$ cat src/rtl/serial_subtractor_pkg.sv
// Shared definitions for the bit-serial subtractor: FSM state encoding.
package sub_pkg;

  typedef enum logic [1:0] {
    S_IDLE  = 2'd0,
    S_SHIFT = 2'd1,
    S_DONE  = 2'd2
  } state_t;

endpackage : sub_pkg

$ cat src/rtl/serial_subtractor_if.sv
// Request/response bundle of the serial subtractor: operands in, result and status out.
interface serial_subtractor_if #(
  parameter int WIDTH = 8
);

  logic             start;
  logic [WIDTH-1:0] a;
  logic [WIDTH-1:0] b;
  logic             busy;
  logic             done;
  logic [WIDTH-1:0] diff;
  logic             borrow_out;

  modport master (
    output start, a, b,
    input  busy, done, diff, borrow_out
  );

  modport slave (
    input  start, a, b,
    output busy, done, diff, borrow_out
  );

endinterface : serial_subtractor_if

$ cat src/rtl/serial_subtractor_half_sub.sv
// Half-subtractor cell: difference and borrow of x - y for single bits.
module half_subtractor (
  input  logic i_x,
  input  logic i_y,
  output logic o_d,
  output logic o_bo
);

  assign o_d  = i_x ^ i_y;
  assign o_bo = ~i_x & i_y;

endmodule : half_subtractor

$ cat src/rtl/serial_subtractor.sv
// Bit-serial unsigned subtractor: a - b, one bit per clock LSB first, with a
// single borrow flop chaining the bits and a start/busy/done handshake.
module serial_subtractor
  import sub_pkg::*;
#(
  parameter int WIDTH = 8
) (
  input  logic                clk,
  input  logic                rst_n,
  serial_subtractor_if.slave  bus
);

  localparam int CW = $clog2(WIDTH + 1);

  state_t           r_state;
  state_t           w_state_next;
  logic [WIDTH-1:0] r_a_sh;
  logic [WIDTH-1:0] r_b_sh;
  logic [WIDTH-1:0] r_res;
  logic [WIDTH-1:0] r_diff;
  logic [WIDTH-1:0] w_res_next;
  logic [CW-1:0]    r_cnt;
  logic             r_brw;
  logic             r_borrow_out;
  logic             r_busy;
  logic             r_done;
  logic             w_d1;
  logic             w_bo1;
  logic             w_d;
  logic             w_bo2;
  logic             w_brw_next;
  logic             w_last;

  // Full-subtractor step: (a - b) first, then subtract the incoming borrow.
  half_subtractor u_hs_ab (
    .i_x  (r_a_sh[0]),
    .i_y  (r_b_sh[0]),
    .o_d  (w_d1),
    .o_bo (w_bo1)
  );

  half_subtractor u_hs_brw (
    .i_x  (w_d1),
    .i_y  (r_brw),
    .o_d  (w_d),
    .o_bo (w_bo2)
  );

  assign w_brw_next = w_bo1 | w_bo2;
  assign w_last     = (r_cnt == CW'(WIDTH - 1));

  generate
    if (WIDTH == 1) begin : g_res_w1
      assign w_res_next = w_d;
    end else begin : g_res_wn
      assign w_res_next = {w_d, r_res[WIDTH-1:1]};
    end
  endgenerate

  // Next-state logic.
  always_comb begin
    w_state_next = r_state;
    case (r_state)
      S_IDLE: begin
        if (bus.start) begin
          w_state_next = S_SHIFT;
        end else begin
          w_state_next = S_IDLE;
        end
      end
      S_SHIFT: begin
        if (w_last) begin
          w_state_next = S_DONE;
        end else begin
          w_state_next = S_SHIFT;
        end
      end
      S_DONE:  w_state_next = S_IDLE;
      default: w_state_next = S_IDLE;
    endcase
  end

  // State register; busy/done are registered decodes of the next state.
  always_ff @(posedge clk or negedge rst_n) begin
    if (!rst_n) begin
      r_state <= S_IDLE;
      r_busy  <= 1'b0;
      r_done  <= 1'b0;
    end else begin
      r_state <= w_state_next;
      r_busy  <= (w_state_next == S_SHIFT);
      r_done  <= (w_state_next == S_DONE);
    end
  end

  // Operand capture, bit-serial shifting and result hand-off.
  always_ff @(posedge clk or negedge rst_n) begin
    if (!rst_n) begin
      r_a_sh       <= '0;
      r_b_sh       <= '0;
      r_res        <= '0;
      r_brw        <= 1'b0;
      r_cnt        <= '0;
      r_diff       <= '0;
      r_borrow_out <= 1'b0;
    end else begin
      case (r_state)
        S_IDLE: begin
          if (bus.start) begin
            r_a_sh <= bus.a;
            r_b_sh <= bus.b;
            r_brw  <= 1'b0;
            r_cnt  <= '0;
          end
        end
        S_SHIFT: begin
          r_a_sh <= r_a_sh >> 1;
          r_b_sh <= r_b_sh >> 1;
          r_res  <= w_res_next;
          r_brw  <= w_brw_next;
          r_cnt  <= r_cnt + CW'(1);
          // diff/borrow_out only change here, so they hold across later starts.
          if (w_last) begin
            r_diff       <= w_res_next;
            r_borrow_out <= w_brw_next;
          end
        end
        S_DONE: begin
          r_cnt <= '0;
        end
        default: begin
          r_cnt <= '0;
        end
      endcase
    end
  end

  assign bus.busy       = r_busy;
  assign bus.done       = r_done;
  assign bus.diff       = r_diff;
  assign bus.borrow_out = r_borrow_out;

endmodule : serial_subtractor

$ cat src/flat_wrapper.sv
// flat-port wrapper written by rule: the top's interface ports become plain ports
module serial_subtractor_flat import sub_pkg::*;
#(
  parameter int WIDTH = 8
)
  (clk, rst_n, bus_start, bus_a, bus_b, bus_busy, bus_done, bus_diff, bus_borrow_out);
  serial_subtractor_if #(.WIDTH(WIDTH)) bus_i ();
  input  logic clk;
  input  logic rst_n;
  input wire logic [$bits(bus_i.start)-1:0] bus_start;
  input wire logic [$bits(bus_i.a)-1:0] bus_a;
  input wire logic [$bits(bus_i.b)-1:0] bus_b;
  output wire logic [$bits(bus_i.busy)-1:0] bus_busy;
  output wire logic [$bits(bus_i.done)-1:0] bus_done;
  output wire logic [$bits(bus_i.diff)-1:0] bus_diff;
  output wire logic [$bits(bus_i.borrow_out)-1:0] bus_borrow_out;
  assign bus_i.start = bus_start;
  assign bus_i.a = bus_a;
  assign bus_i.b = bus_b;
  assign bus_busy = bus_i.busy;
  assign bus_done = bus_i.done;
  assign bus_diff = bus_i.diff;
  assign bus_borrow_out = bus_i.borrow_out;
  serial_subtractor #(.WIDTH(WIDTH)) u_core (.clk(clk), .rst_n(rst_n), .bus(bus_i));
endmodule
$ cat config.mk
export PLATFORM = sky130hd
export DESIGN_NAME = serial_subtractor_flat
export DESIGN_NICKNAME = d
export VERILOG_FILES = /design/src/rtl/serial_subtractor_pkg.sv /design/src/rtl/serial_subtractor_if.sv /design/src/rtl/serial_subtractor_half_sub.sv /design/src/rtl/serial_subtractor.sv /design/src/flat_wrapper.sv
export SDC_FILE = /design/constraint.sdc
export NUM_CORES = 1
export LEC_CHECK = 0
export CAP_MARGIN = 15
export CELL_PAD_IN_SITES_DETAIL_PLACEMENT = 1
export CELL_PAD_IN_SITES_GLOBAL_PLACEMENT = 2
export CORE_ASPECT_RATIO = 0.75
export CORE_MARGIN = 4
export CORE_UTILIZATION = 37
export DETAILED_ROUTE_END_ITERATION = 7
export GPL_TIMING_DRIVEN = 0
export PLACE_DENSITY_LB_ADDON = 0.1
export SLEW_MARGIN = 15
export SYNTH_ARGS = -nofsm -noshare
export SYNTH_HDL_FRONTEND = slang
export SYNTH_SLANG_ARGS = --single-unit
$ cat constraint.sdc
create_clock -name clk -period 3.3 [get_ports clk]
set_input_delay 0.66 -clock clk [delete_from_list [all_inputs] [get_ports clk]]
set_output_delay 0.66 -clock clk [all_outputs]
set_load 0.01 [all_outputs]
==> impl_metrics.json, run 1 <==
{
  "status": "finished clean",
  "syn-num-nets": 181,
  "place_congestion": 0.706,
  "synth.cell_area_um2": 1820,
  "grt_pass1_vias": 1285,
  "clk_pin_slew_ps": 80,
  "die_h_um": 68.8,
  "slew_violations": 0,
  "firstDrtPassIters": 4,
  "setup_viol": 0,
  "path_delay_family": "buffers and inverters",
  "regArea_um2": 1030,
  "cts_sinks": 41,
  "path_class": "primary input to flip-flop",
  "yosys_warnings": 0,
  "totalWireLength_um": 3730,
  "hold_slack_ps": 237,
  "relSlewSlack": 0.776,
  "tritoncts": "built",
  "drt_iter0_drc": 30,
  "track_usage": 0.137,
  "ctsHoldBuffers": 0,
  "clock-root-buffer": "clkbuf_8",
  "regToRegStartpoint": "u_core.r_cnt[0]",
  "critPathMaxStageDelay_ps": 520,
  "arrival_ps": 2050,
  "synthCells": 160,
  "vias": 1237,
  "fmax_ghz": 0.530,
  "critPathBufInv": 2,
  "antenna_found_initial": 0,
  "area_growth_pct": 25.4,
  "multi_input_area_um2": 707,
  "final_cell_mix": "nand2_1 (43), dfrtp_1 (41), clkdlybuf4s50_1 (28), mux2i_1 (15), o21ai_2 (10)",
  "finalHoldViolations": 0,
  "post_cts_buffers": 0,
  "worst_pin_slew_ps": 336,
  "htree_levels": 2,
  "design.core.area_um2": 4600,
  "fill_cells": 497,
  "ys_ff_latch": 41,
  "slowest_stage": "clkdlybuf4s50_1",
  "irDropWorstVdd_mv": 0.366,
  "fin_setup_tns_ps": 0,
  "cp-start-kind": "primary input",
  "clkLatencyLatePin_ps": 280,
  "min_period_ps": 1890,
  "num_rows": 21,
  "skew_ps": 2.91,
  "grt_pass1_wl_um": 6290,
  "end_kind": "flip-flop",
  "clk_path_buf_depth": 2,
  "ios": 30,
  "cp.required_ps": 3470,
  "cts_buffers": 5,
  "antenna_left": 0,
  "finalNetCount": 218,
  "antenna_cells_inserted": 0,
  "drc_errors": 0,
  "grt_max_degree": 33,
  "min_path_type": "primary input to async pin",
  "vias_per_cell": 4.87,
  "rsz0062_at_grt": "false",
  "drive_gt1_frac": 0.152,
  "port_buffers": 29,
  "seq_area_frac_synth": 0.562,
  "die_area_um2": 6130,
  "final_common_cell": "nand2_1",
  "final_cell_count_no_fill": 254,
  "place_inst": 247,
  "die_x_um": 89.1,
  "ctsResizeCount": 0,
  "synth.avg_cell_area_um2": 11.4,
  "fin_crit_sh": 0.572,
  "crit_chain": "clkdlybuf4s50_1 -> nor3b_4 -> buf_8 -> mux2i_1 -> o21ai_2",
  "startpoint": "bus_start",
  "yosysUniqueCellTypes": 28,
  "wl_per_cell_um": 14.7,
  "hpwl_um": 2780,
  "cap_viol_max_count": 0,
  "grt-ovfl-total": 0,
  "worstPathMaxFanout": 10,
  "p_leak_nw": 0.988,
  "power_density_nw_per_um2": 853,
  "start_util": 0.397
}
==> cells in the mapped netlist (all sizes together) <==
| cell | instances | area, µm² |
|---|---|---|
| o311ai | 1 | 8.76 |
| ha | 1 | 12.5 |
| inv | 3 | 11.3 |
| or3b | 1 | 8.76 |
| o22ai | 1 | 6.26 |
| dfrtp | 41 | 1030 |
| fa | 1 | 20.0 |
| a31oi | 1 | 6.26 |
| nor3b | 2 | 26.3 |
| nand3 | 2 | 10.0 |
| nor4b | 2 | 23.8 |
| a21oi | 2 | 10.0 |
| nand2 | 43 | 161 |
| mux2i | 15 | 150 |
| o21ai | 17 | 123 |
| nand2b | 3 | 18.8 |
| nor2 | 3 | 11.3 |
| mux2 | 8 | 90.1 |
| nor2b | 2 | 12.5 |
| buf | 10 | 80.1 |
| nand3b | 1 | 7.51 |
==> routing by layer <==
layer / up-vias / routed length, µm / GRT usage
li1: 604 / - / -
met1: 609 / 1830 / 0.187
met2: 20 / 1710 / 0.216
met3: 4 / 162 / 0.0404
met4: 0 / 29 / 0.0335
met5: - / 0 / 0
==> cells by family after synthesis <==
| kind of cell | synth area share |
|---|---|
| compound gates | 0.0844 |
| flops | 0.562 |
| mux | 0.132 |
| fa+ha+maj | 0.0178 |
| simple gates | 0.154 |
| buf+inv | 0.0501 |
==> where the power goes <==
group          total (mW)  leakage (nW)  internal, mW  switching (mW)
Clock               0.325        0.0443         0.166           0.159
Combinational       0.786         0.431         0.380           0.406
Sequential          0.839         0.513         0.709           0.130
==> stage by stage <==
stage | total power [mW] | utilization | area (µm²) | setup slack, ps
4_1_cts | 1.99 | 0.497 | 2290 | 1400
3_3_place_gp | 1.60 | 0.475 | 2190 | 536
5_1_grt | 2.12 | 0.497 | 2290 | 1320
3_5_place_dp | 1.65 | 0.479 | 2200 | 1110
2_1_floorplan | 1.34 | - | 1820 | 1790
6_report | 1.95 | 0.497 | 2290 | 1410
==> flip-flops by register name, indices dropped and copies added (netlist names) <==
signal                 count
u_core.r_res               7
u_core.bus.done            1
u_core.r_cnt               4
u_core.r_a_sh              8
u_core.bus.diff            8
u_core.r_brw               1
u_core.r_state             2
u_core.r_b_sh              8
u_core.bus.borrow_out      1
u_core.bus.busy            1
==> path summary, 6_finish.rpt <==
path	endpoint	slack [ps]	depth (start not counted)
setup / recovery	u_core.r_b_sh[3]	1410	5
hold / removal	u_core.r_state[0]	240	1
setup reg to reg	u_core.bus.diff[4]	1670	5
hold reg to reg	u_core.r_res[1]	490	2
max in group asynchronous	u_core.r_b_sh[1]	2620	2
min in group clk	u_core.r_res[1]	490	2
==> cell type report <==
type	instances	area share
Multi-Input combinational cell	106	0.309
Tap cell	57	0.0312
Inverter	3	0.00492
Clock buffer	7	0.0377
Buffer	10	0.0350
Sequential cell	41	0.449
Timing Repair Buffer	30	0.133
Power figures use the tool's default switching activity.
==> run 2, diff against run 1 <==
CORE_UTILIZATION = 31   (was 37)
clock period = 1.7 ns   (was 3.3 ns; I/O delays follow)
==> impl_metrics.json, run 2 (synthesis gave the netlist of run 1 again) <==
{
  "status": "finished clean",
  "final_cell_mix": "nand2_1 (42), dfrtp_1 (41), clkdlybuf4s50_1 (28), mux2i_1 (15), o21ai_2 (10)",
  "antenna_cells_inserted": 0,
  "arrival_ps": 1810,
  "path_class": "flip-flop to flip-flop",
  "slowest_stage": "dfrtp_1",
  "design.core.area_um2": 5530,
  "hpwl_um": 2790,
  "drt_iter0_drc": 44,
  "worst_pin_slew_ps": 334,
  "slew_violations": 0,
  "wl_per_cell_um": 14.2,
  "fill_cells": 624,
  "cp.required_ps": 1870,
  "clock-root-buffer": "clkbuf_8",
  "startpoint": "u_core.r_cnt[0]",
  "crit_chain": "ha_4 -> nand2_2 -> nor4b_4 -> buf_4 -> mux2_1",
  "skew_ps": 6.11,
  "vias_per_cell": 4.63,
  "grt_pass1_wl_um": 6560,
  "met1_usage": 0.162,
  "min_period_ps": 1630,
  "grt_busiest_layer": "met2",
  "regToRegStartpoint": "u_core.r_cnt[0]",
  "fin_setup_tns_ps": 0,
  "min_path_type": "primary input to async pin",
  "track_usage": 0.122,
  "totalWireLength_um": 3960,
  "r2r_cells": 5,
  "irDropWorstVdd_mv": 0.594,
  "clk_path_buf_depth": 2,
  "final_cell_count_no_fill": 278,
  "drive_gt1_frac": 0.172,
  "cap_viol_max_count": 0,
  "tritoncts": "built",
  "rrSetupSlack_ps": 70,
  "htree_levels": 2,
  "cp.depth": 5,
  "die_h_um": 74.4,
  "num_rows": 23,
  "place_ws_ps": -180,
  "place_inst": 265,
  "firstDrtPassIters": 4,
  "die_x_um": 96.6,
  "finalNetCount": 223,
  "worstPathMaxFanout": 5,
  "use_met2": 0.189,
  "critPathCapture": "u_core.bus.diff[0]",
  "reg2reg_to": "u_core.bus.diff[0]",
  "fmax_ghz": 0.612,
  "antenna_found_initial": 0,
  "antenna_left": 0,
  "start_util": 0.330,
  "fin_crit_sh": 0.961,
  "port_buffers": 29,
  "power_density_nw_per_um2": 1630,
  "p_leak_nw": 1.01,
  "die_area_um2": 7190,
  "cts_buffers": 5,
  "clkLatencyLatePin_ps": 290,
  "relSlewSlack": 0.777,
  "critPathMaxStageDelay_ps": 410,
  "grt_max_degree": 32,
  "area_growth_pct": 30.0,
  "finalHoldViolations": 0,
  "path_delay_family": "simple AND/OR/NAND/NOR gates",
  "vias": 1286,
  "critPathBufInv": 1,
  "grt_pass1_vias": 1332,
  "finalWorstSetupSlack_ps": 66.5,
  "setup_viol": 0,
  "ios": 30,
  "place_area_um2": 2220,
  "cts_sinks": 41,
  "cp-start-kind": "flip-flop",
  "grt-ovfl-total": 0,
  "clk_pin_slew_ps": 80,
  "end_kind": "flip-flop",
  "fin_area_um2": 2370,
  "drc_errors": 0,
  "gr-usage-met3": 0.0354,
  "place_congestion": 0.680,
  "final_common_cell": "nand2_1"
}
## run 2: through the flow
stage / hold WS [ps] / total power [mW] / utilization
floorplan: 44.4 / 2.61 / -
global placement: 458 / 3.13 / 0.400
detailed placement: 238 / 3.21 / 0.402
CTS: 462 / 3.85 / 0.419
global route: 478 / 4.19 / 0.429
finish: 459 / 3.86 / 0.429
## run 2: layer usage
metal,share of wire,wire [µm],up-vias
met3,0.046,181,4
met5,0,0,-
met1,0.47,1880,636
met2,0.47,1850,26
li1,-,-,620
met4,0.012,48,0
## run 2: final cells by class
class | instances | area (µm²) | area share
Inverter | 3 | 11.3 | 0.00475
Timing Repair Buffer | 35 | 345 | 0.146
Sequential cell | 41 | 1030 | 0.433
Buffer | 10 | 83.8 | 0.0354
Tap cell | 75 | 93.8 | 0.0396
Clock buffer | 8 | 80.1 | 0.0338
Multi-Input combinational cell | 106 | 731 | 0.308
## run 2: how the worst min path moves through the flow
stage	from	to	slack [ps]	cells past startpoint
after floorplan	rst_n	u_core.bus.borrow_out	40	0
after global routing	rst_n	u_core.r_cnt[2]	480	2
final	rst_n	u_core.r_cnt[2]	460	2
after global placement	u_core.r_res[1]	u_core.r_res[1]	460	2
after detailed placement	rst_n	u_core.r_cnt[2]	240	1
after CTS	rst_n	u_core.r_cnt[2]	460	2
## run 2: power breakdown
group | leakage [nW] | switching [mW] | internal, mW
Sequential | 0.513 | 0.258 | 1.38
Clock | 0.0395 | 0.318 | 0.292
Combinational | 0.462 | 0.811 | 0.803
## run 2: repair_timing
item,CTS,global route
resized for setup,0,9
endpoints found under the hold margin,10,0
setup endpoints to repair,0,8
buffers inserted,0,3
hold buffers,1,0
## run 2: worst register-to-register path, cell delays in order, from the launching register on
cell     delay [ps]
dfrtp_1         410
ha_4            160
nand2_2          80
nor4b_4         330
buf_4           220
mux2_1          320
==> run 3, diff against run 2 <==
CORE_UTILIZATION = 30   (was 31)
SLEW_MARGIN = 20   (was 15)
SYNTH_HIERARCHICAL = 1   (was unset)
==> impl_metrics.json, run 3 <==
{
  "utilization": 0.419,
  "die_h_um": 74.3,
  "fmax_ghz": 0.636,
  "antenna_cells_inserted": 0,
  "min_path_cells": 2,
  "rrSetupSlack_ps": 130,
  "track_usage": 0.125,
  "die_x_um": 96.4,
  "fin_crit_sh": 0.925,
  "synth.cell_area_um2": 1760,
  "synth.most_common_cell": "nand2_1",
  "worst_pin_slew_ps": 453,
  "cts_sinks": 41,
  "synth_commonest_cells": "nand2_1 (42), dfrtp_1 (41), o21ai_0 (18)",
  "grt_pass1_wl_um": 6820,
  "end_kind": "flip-flop",
  "slowest_stage": "dfrtp_1",
  "tritoncts": "built",
  "irDropWorstVdd_mv": 0.512,
  "finalNetCount": 222,
  "power_density_nw_per_um2": 1670,
  "htree_levels": 2,
  "yosys.area.top_type_share": 0.584,
  "min_path_type": "flip-flop to flip-flop",
  "hpwl_um": 2890,
  "vias_per_cell": 4.55,
  "cp.required_ps": 1860,
  "synth.avg_cell_area_um2": 10.9,
  "regToRegStartpoint": "u_core/r_state[0]",
  "status": "finished clean",
  "path_class": "flip-flop to flip-flop",
  "yosys.area.top_type": "dfrtp_1",
  "clk_path_buf_depth": 2,
  "hp-start": "u_core/r_b_sh[3]",
  "antenna_found_initial": 0,
  "grt-ovfl-total": 0,
  "clkLatencyLatePin_ps": 290,
  "reg2reg_to": "u_core/r_b_sh[0]",
  "worstPathMaxFanout": 10,
  "drive_gt1_frac": 0.139,
  "vias": 1257,
  "path_delay_family": "buffers and inverters",
  "clk_pin_slew_ps": 80,
  "cp-start-kind": "flip-flop",
  "skew_ps": 12.0,
  "place_inst": 266,
  "critPathBufInv": 2,
  "wl_per_cell_um": 13.8,
  "design.core.area_um2": 5500,
  "fill_cells": 627,
  "totalWireLength_um": 3820,
  "yosys_most_used_dff": "dfrtp_1",
  "synth_edf_count": 0,
  "grt_max_degree": 26,
  "die_area_um2": 7160,
  "num_rows": 23,
  "rsz0062_at_grt": "true",
  "fin_area_um2": 2300,
  "fin_setup_tns_ps": 0,
  "cts_buffers": 5,
  "yosys_warnings": 6,
  "seq_area_frac_synth": 0.584,
  "ios": 30,
  "relSlewSlack": 0.698,
  "yosysUniqueCellTypes": 24,
  "slew_violations": 0,
  "final_common_cell": "nand2_1",
  "grt_pass1_vias": 1408,
  "synth-async-reset-ratio": 1.00,
  "min_period_ps": 1570,
  "drc_errors": 0,
  "firstDrtPassIters": 4,
  "critPathMaxStageDelay_ps": 360,
  "min_to": "u_core/r_b_sh[2]",
  "start_util": 0.320,
  "clock-root-buffer": "clkbuf_8",
  "cap_viol_max_count": 0,
  "setup_viol": 0,
  "synthCells": 161,
  "place_area_um2": 2160,
  "arrival_ps": 1740,
  "area_growth_pct": 31.2,
  "drt_iter0_drc": 61,
  "antenna_left": 0,
  "port_buffers": 29,
  "final_cell_count_no_fill": 276,
  "ys_ff_latch": 41,
  "netlist_top_cells_area": "dfrtp_1 (58%), mux2i_1 (9.1%), nand2_1 (9.0%)",
  "crit_chain": "buf_2 -> nor3b_2 -> buf_4 -> mux2i_1 -> o21ai_0",
  "finalHoldViolations": 0,
  "p_leak_nw": 0.992,
  "r2r_cells": 5,
  "place_congestion": 0.668,
  "syn-num-nets": 183,
  "final_cell_mix": "nand2_1 (42), dfrtp_1 (41), clkdlybuf4s50_1 (28), o21ai_0 (18), mux2i_1 (16)"
}
## run 3: cell types whose count changed after synthesis, sizes merged, moves of 2 or more
cell and change:
nor4b -2, ha +2, buf -6, clkbuf +4, nor3 +2, inv +2
## run 3: worst max-delay path by stage
stage / start / to / slack [ps] / cells past startpoint
after CTS: u_core/r_state[0] / u_core/r_a_sh[3] / 110 / 6
after floorplan: u_core/r_cnt[0] / u_core/bus.diff[0] / 240 / 4
after global routing: u_core/r_state[0] / u_core/r_a_sh[1] / -10 / 5
after detailed placement: bus_start / u_core/r_b_sh[0] / -160 / 5
final: u_core/r_state[0] / u_core/r_b_sh[0] / 130 / 5
after global placement: rst_n / u_core/r_b_sh[5] / -790 / 1
## run 3: cell type report
cell class                 instances  area, µm²  share of cell area
multi-input combinational        107        674               0.293
tap                               75       93.8              0.0407
buffer                             8       41.3              0.0179
inverter                           5       18.8             0.00814
sequential                        41       1030               0.445
timing repair buffer              32        335               0.145
clock buffer                       5       68.8              0.0299
clock inverter                     3       46.3              0.0201
## run 3: worst min-delay path, delay by kind of cell (launching register included)
kind	cells	cell delay, ps
AO/OA/AOI/OAI	1	60
AND/OR/NAND/NOR	1	50
flip-flops	1	350
## run 3: logic make-up (layout without fill, tap and decap cells)
logic type               count (synthesis)  after routing  synth area share
AO/OA/AOI/OAI                           22             22            0.0655
buffers and inverters                   13             53            0.0320
adder cells (fa/ha/maj)                  3              3            0.0214
AND/OR/NAND/NOR                         58             58             0.155
multiplexers                            24             24             0.142
flip-flops                              41             41             0.584
## run 3: routing by layer
metal  part of all wire  GRT usage
met1               0.47      0.167
met2               0.49      0.200
met3              0.038     0.0374
met4             0.0050     0.0280
met5                  0          0
## run 3: through the flow
stage	hold slack, ps	total power, mW	setup slack [ps]
after CTS	490	3.94	109
final	480	3.85	127
after floorplan	44.4	2.49	243
after detailed placement	303	3.12	-155
after global routing	512	4.21	-9.97
after global placement	456	3.01	-793
## run 3: repair_timing
action                                  in CTS  in global routing
hold buffers                                 1                  0
pin swaps                                    1                  0
buffers inserted                             1                  0
hold endpoints to repair                    16                  0
endpoints found under the setup margin       8                  7
resized for setup                            0                  3
## run 3: report_power, final
group / internal, mW / switching [mW] / total [mW]
clock network: 0.440 / 0.342 / 0.782
registers: 1.37 / 0.232 / 1.60
logic: 0.714 / 0.749 / 1.46
total: 2.52 / 1.32 / 3.85
==> RTL change 1, RTL diff (config.mk and constraints of run 3) <==
`WIDTH` is set to 8 in 3 places; all go to 16.
--- a/src/rtl/serial_subtractor_if.sv
+++ b/src/rtl/serial_subtractor_if.sv
@@ -1,6 +1,6 @@
 // Request/response bundle of the serial subtractor: operands in, result and status out.
 interface serial_subtractor_if #(
-  parameter int WIDTH = 8
+  parameter int WIDTH = 16
 );
 
   logic             start;
--- a/src/rtl/serial_subtractor.sv
+++ b/src/rtl/serial_subtractor.sv
@@ -3,7 +3,7 @@
 module serial_subtractor
   import sub_pkg::*;
 #(
-  parameter int WIDTH = 8
+  parameter int WIDTH = 16
 ) (
   input  logic                clk,
   input  logic                rst_n,
--- a/src/flat_wrapper.sv
+++ b/src/flat_wrapper.sv
@@ -1,7 +1,7 @@
 // flat-port wrapper written by rule: the top's interface ports become plain ports
 module serial_subtractor_flat import sub_pkg::*;
 #(
-  parameter int WIDTH = 8
+  parameter int WIDTH = 16
 )
   (clk, rst_n, bus_start, bus_a, bus_b, bus_busy, bus_done, bus_diff, bus_borrow_out);
   serial_subtractor_if #(.WIDTH(WIDTH)) bus_i ();
Interface: changed (resized bus_a, bus_b and bus_diff); port bits go from 30 to 54. No check against the original RTL was run, so the function may have changed too.
==> RTL change 1 against run 3 <==
Critical endpoint is now u_core/bus.diff[7]. Cell area increased by 85%. Routed wire length is 100% higher. Power is 89% higher. Global-route usage rose by 1.5 points. Via count up 80%. The flow now finishes with violations (setup timing). Synthesized area rose by 76%. Setup slack got worse by 190 ps. Fmax shrank 11%. Hold slack got worse by 23 ps. Sequential cell count up 33.
==> RTL change 1: results (changes against run 3) <==
via/cell ratio - 4.772 (was 4.554)
metal2 WL - 3328 um (was 1871 um)
Filler cells - 1079 (was 627)
Comb power - 2.62 mW (was 1.46 mW)
Synth Area in Compound Gates - 0.1462 (was 0.06553)
grt met3 use - 0.04659 (was 0.03741)
share of cells above drive strength 1 - 0.2222 (was 0.1393)
H-tree depth - 3 (was 2)
CP max FO - 5 (was 10)
Post-CTS Setup Inserts - 5 (was 1)
sequential power - 2.93 mW (was 1.60 mW)
Max stage delay on crit path - 380 ps (was 360 ps)
gpl congestion - 0.6868 (was 0.6677)
Mapped Nets - 302 (was 183)
routed len/inst - 16.35 um (was 13.83 um)
Synth Area in Adders - 0.01616 (was 0.02137)
Clock Skew - 5.338 ps (was 12.04 ps)
Post-Syn Instances - 263 (was 161)
setup ws final - -65.19 ps (was 127.2 ps)
failing checks - setup timing
TritonCTS Buffers - 9 (was 5)
ranking of synthesized cells by area - dfrtp_1 60%, mux2_2 11%, a22oi_1 7.3% (was dfrtp_1 58%, mux2i_1 9.1%, nand2_1 9.0%)
Sw Ratio - 0.3141 (was 0.3439)
worst setup path start - u_core/r_cnt[1] (was u_core/r_state[0])
Setup violations, final - 16 (was 0)
initial DRC count - 151 (was 61)
Reg2Reg Capture Point - u_core/bus.diff[7] (was u_core/r_b_sh[0])
met1 Use GR - 0.1940 (was 0.1674)
I/O Buffers - 53 (was 29)
Peak VDD IR - 0.5918 mV (was 0.5125 mV)
worst min path class - in -> async (was reg -> reg)
post-cts repair resize count - 27 (was 0)
Total GRT Usage - 0.1391 (was 0.1246)
post-route insts no fill - 474 (was 276)
later-pin clock latency in the skew report - 330 ps (was 290 ps)
status - complete, but fails checks (was finished, final reports clean)
mux contribution to synthesized area - 0.1159 (was 0.1425)
NumNets Final - 376 (was 222)
Yosys cell types - 27 (was 24)
DP Area - 3821 um^2 (was 2156 um^2)
Synth top cells by count - 74 x dfrtp_1, 34 x nand2_1, 31 x mux2_2 (was 42 x nand2_1, 41 x dfrtp_1, 18 x o21ai_0)
Placement Setup Slack - -167.3 ps (was -155.1 ps)
register area share after synthesis - 0.5977 (was 0.5840)
vias in the first global route - 2407 (was 1408)
hold slack - 457.6 ps (was 480.4 ps)
[RTL change 1: changes by cell type in the layout (fill, tap and decap cells not counted), moves of 15 or more]
| cell | change |
|---|---|
| o21ai_1 | +29 |
| clkdlybuf4s50_1 | +24 |
| mux2i_1 | -15 |
| a22oi_1 | +29 |
| mux2_4 | +16 |
| dfrtp_1 | +33 |
[RTL change 1: kinds of logic after synthesis]
family                   count (synthesis)
multiplexers                            32
adder cells (fa/ha/maj)                  4
flip-flops                              74
AO/OA/AOI/OAI                           72
buffers and inverters                   28
AND/OR/NAND/NOR                         53
[RTL change 1: layout make-up]
cell class / count / area [um^2] / share of cell area
Inverter: 9 / 33.78 / 0.007923
Tap cell: 132 / 165.2 / 0.03873
Sequential cell: 74 / 1852 / 0.4343
Buffer: 19 / 130.1 / 0.03052
Clock inverter: 3 / 15.01 / 0.003521
Timing Repair Buffer: 63 / 636.9 / 0.1494
Multi-Input combinational cell: 161 / 1181 / 0.2770
Clock buffer: 13 / 250.2 / 0.05869
==> RTL change 2, RTL diff (config.mk and constraints of run 3) <==
Without the edit above. Re-encode `state_t` (3 states) as one-hot, 3 bits wide.
--- a/src/rtl/serial_subtractor_pkg.sv
+++ b/src/rtl/serial_subtractor_pkg.sv
@@ -1,10 +1,10 @@
 // Shared definitions for the bit-serial subtractor: FSM state encoding.
 package sub_pkg;
 
-  typedef enum logic [1:0] {
-    S_IDLE  = 2'd0,
-    S_SHIFT = 2'd1,
-    S_DONE  = 2'd2
+  typedef enum logic [2:0] {
+    S_IDLE  = 3'b001,
+    S_SHIFT = 3'b010,
+    S_DONE  = 3'b100
   } state_t;
 
 endpackage : sub_pkg
Check against the original RTL: same outputs for any inputs over 10 cycles, from zero or initial values and one cycle with rst_n low; not proved beyond that.
==> RTL change 2 against run 3 <==
The run now ends with setup timing left. Setup slack got worse by 260 ps. Power is 18% lower. Via count grew 6.8%. Cell area increased by 0.33%. Sequential power decreased by 4%. Sequential cell count is 1 higher. Routed wire length is 10% higher. Synthesized area increased by 0.36%. Critical endpoint is now u_core/bus.diff[4]. Largest cell class unchanged.
==> RTL change 2: results (changes against run 3) <==
post-layout instance area - 2312 um^2 (was 2305 um^2)
largest net degree at the start of global routing - 23 (was 26)
Placement Setup Slack - -540.5 ps (was -155.1 ps)
Total GRT Usage - 0.1297 (was 0.1246)
NumNets Final - 225 (was 222)
setup TNS - -966.7 ps (was 0 ps)
setup ws final - -129.1 ps (was 127.2 ps)
Filler cells - 630 (was 627)
register area share after synthesis - 0.5969 (was 0.5840)
Mapped Nets - 186 (was 183)
Setup violations, final - 9 (was 0)
syn_area_per_cell - 10.75 um^2 (was 10.91 um^2)
Routed WL - 4199 um (was 3816 um)
initial DRC count - 30 (was 61)
routed len/inst - 15.05 um (was 13.83 um)
r2r startpoint - u_core/r_state[2] (was u_core/r_state[0])
Yosys cell types - 27 (was 24)
CP delay by family, top - simple AND/OR/NAND/NOR gates (was buffers and inverters)
relative slew slack - 0.6411 (was 0.6979)
share of cells above drive strength 1 - 0.1422 (was 0.1393)
status - complete, but fails checks (was finished, final reports clean)
total number of vias - 1343 (was 1257)
LEAKAGE - 1.034 nW (was 0.9922 nW)
post-DP HPWL - 2939 um (was 2887 um)
placed cell count - 269 (was 266)
failing checks - setup timing
==> RTL change 2: changes by cell type in the layout (fill, tap and decap cells not counted), sizes merged, moves of 3 or more <==
cell           run 3  this run
nand2             42        24
nor2               4        21
mux2i             16         2
o22ai              1        14
nor3               2        16
clkbuf            10        13
nand2b             3         0
o21ai             18         2
==> RTL change 2: timing repair <==
item	4_1_cts	5_1_grt
buffers inserted	1	1
hold buffers	0	0
pin swaps	1	0
hold endpoints to repair	0	0
setup endpoints to repair	22	30
cloned	0	0
resized for setup	4	13
==> RTL change 2: path summary, 6_finish.rpt <==
kind | endpoint | cells after the start
min in group clk | u_core/r_res[1] | 2
min reg2reg | u_core/r_res[1] | 2
max in group asynchronous | u_core/r_state[0] | 2
max | u_core/bus.diff[4] | 6
max reg2reg | u_core/bus.diff[4] | 6
min | u_core/r_brw | 1
==> RTL change 2: area by class of cell <==
type / instances / area share
plain buffers: 10 / 0.02814
clock buffers: 7 / 0.03734
clock inverters: 1 / 0.002164
inverters: 5 / 0.008117
multi-input cells: 107 / 0.2814
flip-flops and latches: 42 / 0.4551
well taps: 75 / 0.04058
repair buffers: 32 / 0.1472
==> RTL change 2: kinds of logic (layout without fill, tap and decap cells) <==
kind of cell    Yosys count  after routing  synth area share
compound gates           22             22           0.08162
xor+xnor                  1              1          0.004969
fa+ha+maj                 3              3           0.02129
buf+inv                  15             55           0.04046
flops                    42             42            0.5969
mux                      10             10           0.06246
simple gates             71             71            0.1923
==> RTL change 2: layer usage <==
metal,vias to the layer above,wire [um],GRT usage
met2,22,2015,0.2102
li1,647,-,-
met5,-,0,0
met3,5,179,0.03337
met1,669,1965,0.1730
met4,0,38,0.03733
==> RTL change 2: power by group <==
part	internal [mW]	switching, mW
logic	0.414	0.538
clock network	0.328	0.324
registers	1.32	0.218
total	2.06	1.08
